**config.mk**
```make
export PLATFORM = sky130hd
export DESIGN_NAME = memarbiter
export DESIGN_NICKNAME = d
export VERILOG_FILES = /design/src/rtl/memarbiter.sv
export SDC_FILE = /design/constraint.sdc
export NUM_CORES = 1
export LEC_CHECK = 0
export CORE_UTILIZATION = 42
export DETAILED_ROUTE_END_ITERATION = 10
export GPL_TIMING_DRIVEN = 0
export PLACE_DENSITY = 0.79
export SLEW_MARGIN = 25
export SYNTH_ARGS = -nofsm -noshare
export SYNTH_HDL_FRONTEND = slang
export SYNTH_SLANG_ARGS = --single-unit
```
**constraint.sdc**
```tcl
create_clock -name clock -period 4.5 [get_ports clock]
set_input_delay 1.35 -clock clock [delete_from_list [all_inputs] [get_ports clock]]
set_output_delay 1.35 -clock clock [all_outputs]
set_load 0.02 [all_outputs]
```
**src/rtl/memarbiter.sv**
```systemverilog
// Arbiter/sequencer sharing the single-ported unified memory between fetch and the
// memory stage: one fixed-latency access at a time, data preferred, fetch starvation-bounded.
module memarbiter #(
    parameter int WIDTH            = 16,
    parameter int INSTRUCTIONWIDTH = 24,
    parameter int LATENCY          = 2,
    parameter int STARVELIMIT      = 4
) (
    input  logic                        clock,
    input  logic                        reset,
    input  logic                        fetchReq,
    input  logic [WIDTH-1:0]            fetchAddr,
    output logic                        fetchValid,
    output logic [INSTRUCTIONWIDTH-1:0] fetchData,
    output logic                        fetchStall,
    input  logic                        dataReq,
    input  logic                        dataWrite,
    input  logic [WIDTH-1:0]            dataAddr,
    input  logic [WIDTH-1:0]            dataWdata,
    output logic                        dataValid,
    output logic [WIDTH-1:0]            dataRdata,
    output logic                        dataStall,
    output logic                        memEnable,
    output logic                        memWrite,
    output logic [WIDTH-1:0]            memAddr,
    output logic [WIDTH-1:0]            memWdata,
    input  logic [INSTRUCTIONWIDTH-1:0] memRdata
);
    typedef enum logic [1:0] {IDLE, ISSUE, WAIT, DONE} stateT;
    typedef enum logic {FETCH, DATA} ownerT;

    localparam logic [3:0] STREAKMAX = 4'(STARVELIMIT);
    localparam logic [2:0] WAITLOAD  = 3'(LATENCY - 1);

    if (LATENCY < 1 || LATENCY > 7) begin : gBadLatency
        $error("memarbiter: LATENCY %0d outside 1..7", LATENCY);
    end
    if (STARVELIMIT < 1 || STARVELIMIT > 15) begin : gBadStarve
        $error("memarbiter: STARVELIMIT %0d outside 1..15", STARVELIMIT);
    end

    stateT      state;
    ownerT      owner;
    logic [3:0] streak;
    logic [2:0] waitCnt;
    logic       dataWins;

    assign dataWins   = dataReq && !(fetchReq && streak == STREAKMAX);
    assign fetchStall = fetchReq & ~fetchValid;
    assign dataStall  = dataReq & ~dataValid;

    always_ff @(posedge clock or posedge reset) begin
        if (reset) begin
            state      <= IDLE;
            owner      <= FETCH;
            streak     <= '0;
            waitCnt    <= '0;
            memEnable  <= 1'b0;
            memWrite   <= 1'b0;
            memAddr    <= '0;
            memWdata   <= '0;
            fetchValid <= 1'b0;
            dataValid  <= 1'b0;
            fetchData  <= '0;
            dataRdata  <= '0;
        end else begin
            memEnable  <= 1'b0;
            memWrite   <= 1'b0;
            fetchValid <= 1'b0;
            dataValid  <= 1'b0;
            unique case (state)
                IDLE: begin
                    if (fetchReq || dataReq) begin
                        if (dataWins) begin
                            owner    <= DATA;
                            memAddr  <= dataAddr;
                            memWdata <= dataWdata;
                            memWrite <= dataWrite;
                            if (!fetchReq)
                                streak <= '0;
                            else if (streak != STREAKMAX)
                                streak <= streak + 4'd1;
                        end else begin
                            owner   <= FETCH;
                            memAddr <= fetchAddr;
                            streak  <= '0;
                        end
                        memEnable <= 1'b1;
                        state     <= ISSUE;
                    end
                end
                ISSUE: begin
                    // memWrite still holds this access's strobe; only a data owner can set it
                    if (memWrite) begin
                        dataValid <= 1'b1;
                        state     <= DONE;
                    end else begin
                        // Reads always pass through WAIT so memRdata is sampled LATENCY
                        // cycles after the strobe, including LATENCY==1 (counter loads 0)
                        waitCnt <= WAITLOAD;
                        state   <= WAIT;
                    end
                end
                WAIT: begin
                    if (waitCnt == '0) begin
                        if (owner == DATA) begin
                            dataRdata <= memRdata[WIDTH-1:0];
                            dataValid <= 1'b1;
                        end else begin
                            fetchData  <= memRdata;
                            fetchValid <= 1'b1;
                        end
                        state <= DONE;
                    end else begin
                        waitCnt <= waitCnt - 3'd1;
                    end
                end
                DONE:    state <= IDLE;
                default: state <= IDLE;
            endcase
        end
    end
endmodule
```
* After elaboration in Yosys (flattened, before gate mapping) *
Index checks and enable logic that the tools add are counted.

storage, ports and cells
  bits in registers = 86
  input port bits = 77
  output and inout port bits = 78
  logic and storage cells = 67

cells by class
  add/sub/neg operators = 2
  equality and inequality tests = 10
  muxes and demuxes = 24
  bitwise logic cells = 5
  reductions and logical operators = 14

operator list
  kind                   count
  $mux W16               1
  $reduce_and A3 Y1      5
  $mux W1                13
  $mux W4                3
  $ne A2 B2 Y1 const B   4
  $pmux W2 S4            1
  $mux W3                2
  $pmux W3 S2            1
  $add A4 B1 Y4 const B  1
  $eq A2 B2 Y1 const B   2
  $eq A4 B3 Y1 const B   1
  $mux W2                2
  $ne A4 B3 Y1 const B   1
  $reduce_and A2 Y1      2
  $logic_not A3 Y1       1
  $ne A3 B2 Y1 const B   1
  $not A1 Y1             3
  $sub A3 B1 Y3 const B  1
  $and A1 B1 Y1          2
  $eq A2 B1 Y1 const B   1
  $logic_and A1 B1 Y1    2
  $logic_not A2 Y1       1
  $pmux W1 S2            1
  $reduce_bool A2 Y1     1
  other kinds (2)        2

* Depth between registers and ports, before layout *
  word-level depth = 7
  depth in mapped cells = 8
  mapped depth without buffers = 6

* Worst setup path after synthesis *
No wires, ideal clock.

  path type = input port to output port
  from = input dataReq
  to = output dataStall
  arrival time = 1.677 ns
  data required time = 3.150 ns
  path slack = 1.473 ns
  cell stages on the path = 1
  path buffers = 0
  cell sequence = nor2b_1

between the ends
  longest elaborated chain between the ends = 1

ends and longest elaborated chain
  what             line  source
  start, declared  16    input logic dataReq,
  $and A1 B1 Y1    50    assign dataStall = dataReq & ~dataValid;
  end, declared    22    output logic dataStall,

Every way passes these cells.

* Worst setup path after layout *
Same ends and word-level chain as after synthesis.

==> impl_results.md <==
- Vias per cell: 4.94
- Synth Area in XOR/XNOR: 0
- CP endpoint kind: output port
- Skew-Pair Late Insertion Delay: roughly 0.35 ns
- Root Driver: clkbuf_8
- First DRT Iteration DRCs: 71
- CP max stage delay: 0.62 ns
- Most used cell, CP: clkdlybuf4s50_1
- Final TNS setup: 0 ns
- Mux contribution to synthesized area: 0.185
- Placed cell areas: roughly 0.0053 mm²
- Final setup viols: 0
- Vias post-DR: ~2,800
- NumNets Final: 538
- Largest net degree at the start of global routing: 68
- Post-DRT Antenna Nets: 0
- Vias in the first global route: 2,943
- Synth Area per Inst: 12.7 µm²
- Switching fraction of total power: 0.360
- Layout cell share with drive strength beyond 1: 0.192
- Worst setup SP type: input port
- Top Family by Delay on Critical Path: buffers and inverters
- Net Sw Power: 1420 µW
- Share of the synthesized area in the top cell type: 0.593
- Int Pwr: 2520 µW
- Cell area after layout: 0.00556 mm²
- RSZ-0062 raised after global routing: no
- Final worst slack: roughly 0.40 ns
- Final worst-path cycle share: 0.911
- Number of diodes: 0
- Die width: between 90 and 100 µm
- Hold path depth: 1
- Starting Density: 0.438
- FF-to-FF Start: waitCnt[0]$_DFFE_PP0P_
- Max-slew violations: 0
- Worst path bufs/invs: 2
- Placer Congestion: 0.740
- Final hold violation count: 0
- Total grt overflow: 0
- CTS H-Tree Depth: 3
- HP Start: dataRdata[4]$_DFFE_PP0P_
- DP Cell Count: roughly 550
- YS warnings: 0
- Yosys top cell by area: dfrtp_1
- Die area: 0.00902 mm²
- Flops & latches, synth: 86
- WL final: 8420 µm
- # IOs: 155
- Max-cap viol count: 0
- PwrDens: roughly 710 mW/mm²
- Core Area: around 0.0083 mm²
- Ys flop type: dfrtp_1
- Fillers: 646
- DP HPWL: slightly above 6000 µm
- Critical Path RT: 3.15 ns
- Worst Skew: 0.00778 ns
- EDFF count, synth: 0
- Non-filler cells, final: 563
- Post-synthesis adder-cell area fraction: 0.0276
- P_leak: between 0.002 and 0.0025 µW
- R2r endpoint: fetchData[5]$_DFFE_PP0P_
- Mapped Cells: 287
- Reg2Reg Depth: 7
- HP Class: flop to flop
- Largest family of logic cells by synthesized area: multiplexers
- Chip height: roughly 95 µm
- Port Buffer Count: 154
- Yosys cell types: 38
- CTS buffer count: 9
- Critical-path top delay cell: clkdlybuf4s50_1
- Clock network fraction of total power: 0.153
- Post-synthesis sequential area ratio: 0.593
- Maximum fanout along the worst path: 8
- Top post-synthesis cells by count: dfrtp_1 (86), mux2_2 (49), a21oi_1 (35)
- Setup bufs post-CTS: 0
- Setup WS pre-CTS: 0.386 ns
- Syn_nets: approximately 370
- Async set-or-reset flop fraction in the synthesized netlist: 1.00
- Seq pwr share: 0.341
- Clk sinks: 86
- Fmax: approximately 0.24 GHz
- CTS tree: yes
- Most frequent cell after synthesis: dfrtp_1
- Crit Path Class: input port to output port
- Gate power share: 0.505
- Register area: 0.00215 mm²
- Status: complete, no violations
- Worst Hold Path EP: dataRdata[4]$_DFFE_PP0P_
- Worst-path clk slew: 0.08 ns
- Max IR drop VDD: 463 µV
- DRT Pass-1 Iters: 6
- Initial antenna violation count: 0
- Crit-path cells: clkdlybuf4s50_1 -> nor2b_1 -> clkdlybuf4s50_1
- Post-route DRC: 0
- Fin crit period: between 4 and 5 ns
- Post-CTS resize count: 0
- Synth Cell Area: 0.00363 mm²
- Max-slew headroom: 0.686
- R2R Setup Slk: 2.52 ns
- Area growth from synthesis to layout: 53.1%
- Global-route wire length before repair: ~13,000 µm
- Hold_buf cts: 0
- Slew @ Worst Pin: 0.471 ns
- Synth top area cells: dfrtp_1 (59%), mux2_2 (15%), a21oi_1 (4.8%)
- Row count: 33
- Tot GR Track Use: 0.195
- Max clock buf depth: 2
- Multi-input gate area: 0.00136 mm²
- Post-synthesis compound-gate area fraction: 0.0799
- Synth Area in Simple Gates: 0.0824
- CP Data Arrival Time: 2.75 ns
- Wirelength per Cell: 15.0 µm
-- state kept, by name, summed over array words and instances (netlist names) --
signal	flops
streak	4
memAddr	16
dataRdata	16
fetchValid	1
memWrite	1
memEnable	1
owner	1
memWdata	16
state	2
dataValid	1
waitCnt	3
fetchData	24
-- worst max path at each step --
stage	cells after the start	endpoint	start	slack (ns)
final	3	dataStall	dataReq	0.40
after floorplan	1	dataRdata[0]$_DFFE_PP0P_	reset	0.93
after global placement	2	fetchData[8]$_DFFE_PP0P_	reset	-0.44
after detailed placement	3	fetchStall	fetchReq	0.39
after global routing	3	fetchStall	fetchReq	0.33
after CTS	3	fetchStall	fetchReq	0.38
-- cell usage in the layout, fill, tap and decap left out, types with 7 or more instances in the layout --
cell	synthesis	final
o21ai_0	7	7
mux2_2	49	49
dfrtp_1	86	86
nand2_1	25	25
a21oi_1	35	35
mux2_4	8	8
clkdlybuf4s50_1	0	154
nor2_1	18	18
inv_1	8	7
ha_1	8	8
clkbuf_8	0	10
-- area by class of cell --
cell class / instances / share of cell area
Sequential cell: 86 / 0.387
Timing Repair Buffer: 155 / 0.282
Multi-Input combinational cell: 180 / 0.245
Clock buffer: 11 / 0.0254
Tap cell: 105 / 0.0236
Buffer: 12 / 0.0151
Clock inverter: 5 / 0.0146
Inverter: 9 / 0.00698
-- power groups by stage --
stage | clock (µW) | sequential, µW | combinational [µW]
detailed placement | 0 | 1360 | 2000
finish | 603 | 1340 | 1990
global placement | 0 | 1340 | 1950
floorplan | 0 | 1770 | 663
CTS | 618 | 1350 | 2010
global route | 655 | 1390 | 2130
-- cells by family after synthesis --
family | Yosys count
flip-flops | 86
AND/OR/NAND/NOR | 63
multiplexers | 57
AO/OA/AOI/OAI | 52
buffers and inverters | 21
adder cells (fa/ha/maj) | 8
-- worst register-to-register path: cells and delay by family, from the launching register on --
kind	cells	cell delay [ns]
AND/OR/NAND/NOR	3	0.58
flip-flops	1	0.40
multiplexers	1	0.36
buffers and inverters	2	0.35
adder cells (fa/ha/maj)	1	0.19
-- per-stage QoR --
| step | hold WS (ns) | util | total power [µW] |
|---|---|---|---|
| finish | 0.506 | 0.670 | 3940 |
| global route | 0.520 | 0.670 | 4180 |
| CTS | 0.512 | 0.670 | 3980 |
| detailed placement | 0.494 | 0.643 | 3360 |
| global placement | 0.487 | 0.639 | 3300 |
| floorplan | 0.466 | - | 2430 |
-- routing by layer --
layer | GRT usage | part of all wire
met1 | 0.219 | 0.41
met4 | 0.0606 | 0.011
met5 | 0 | 0
met2 | 0.327 | 0.48
met3 | 0.0934 | 0.098
No activity file was read; power rests on OpenSTA's default activity.
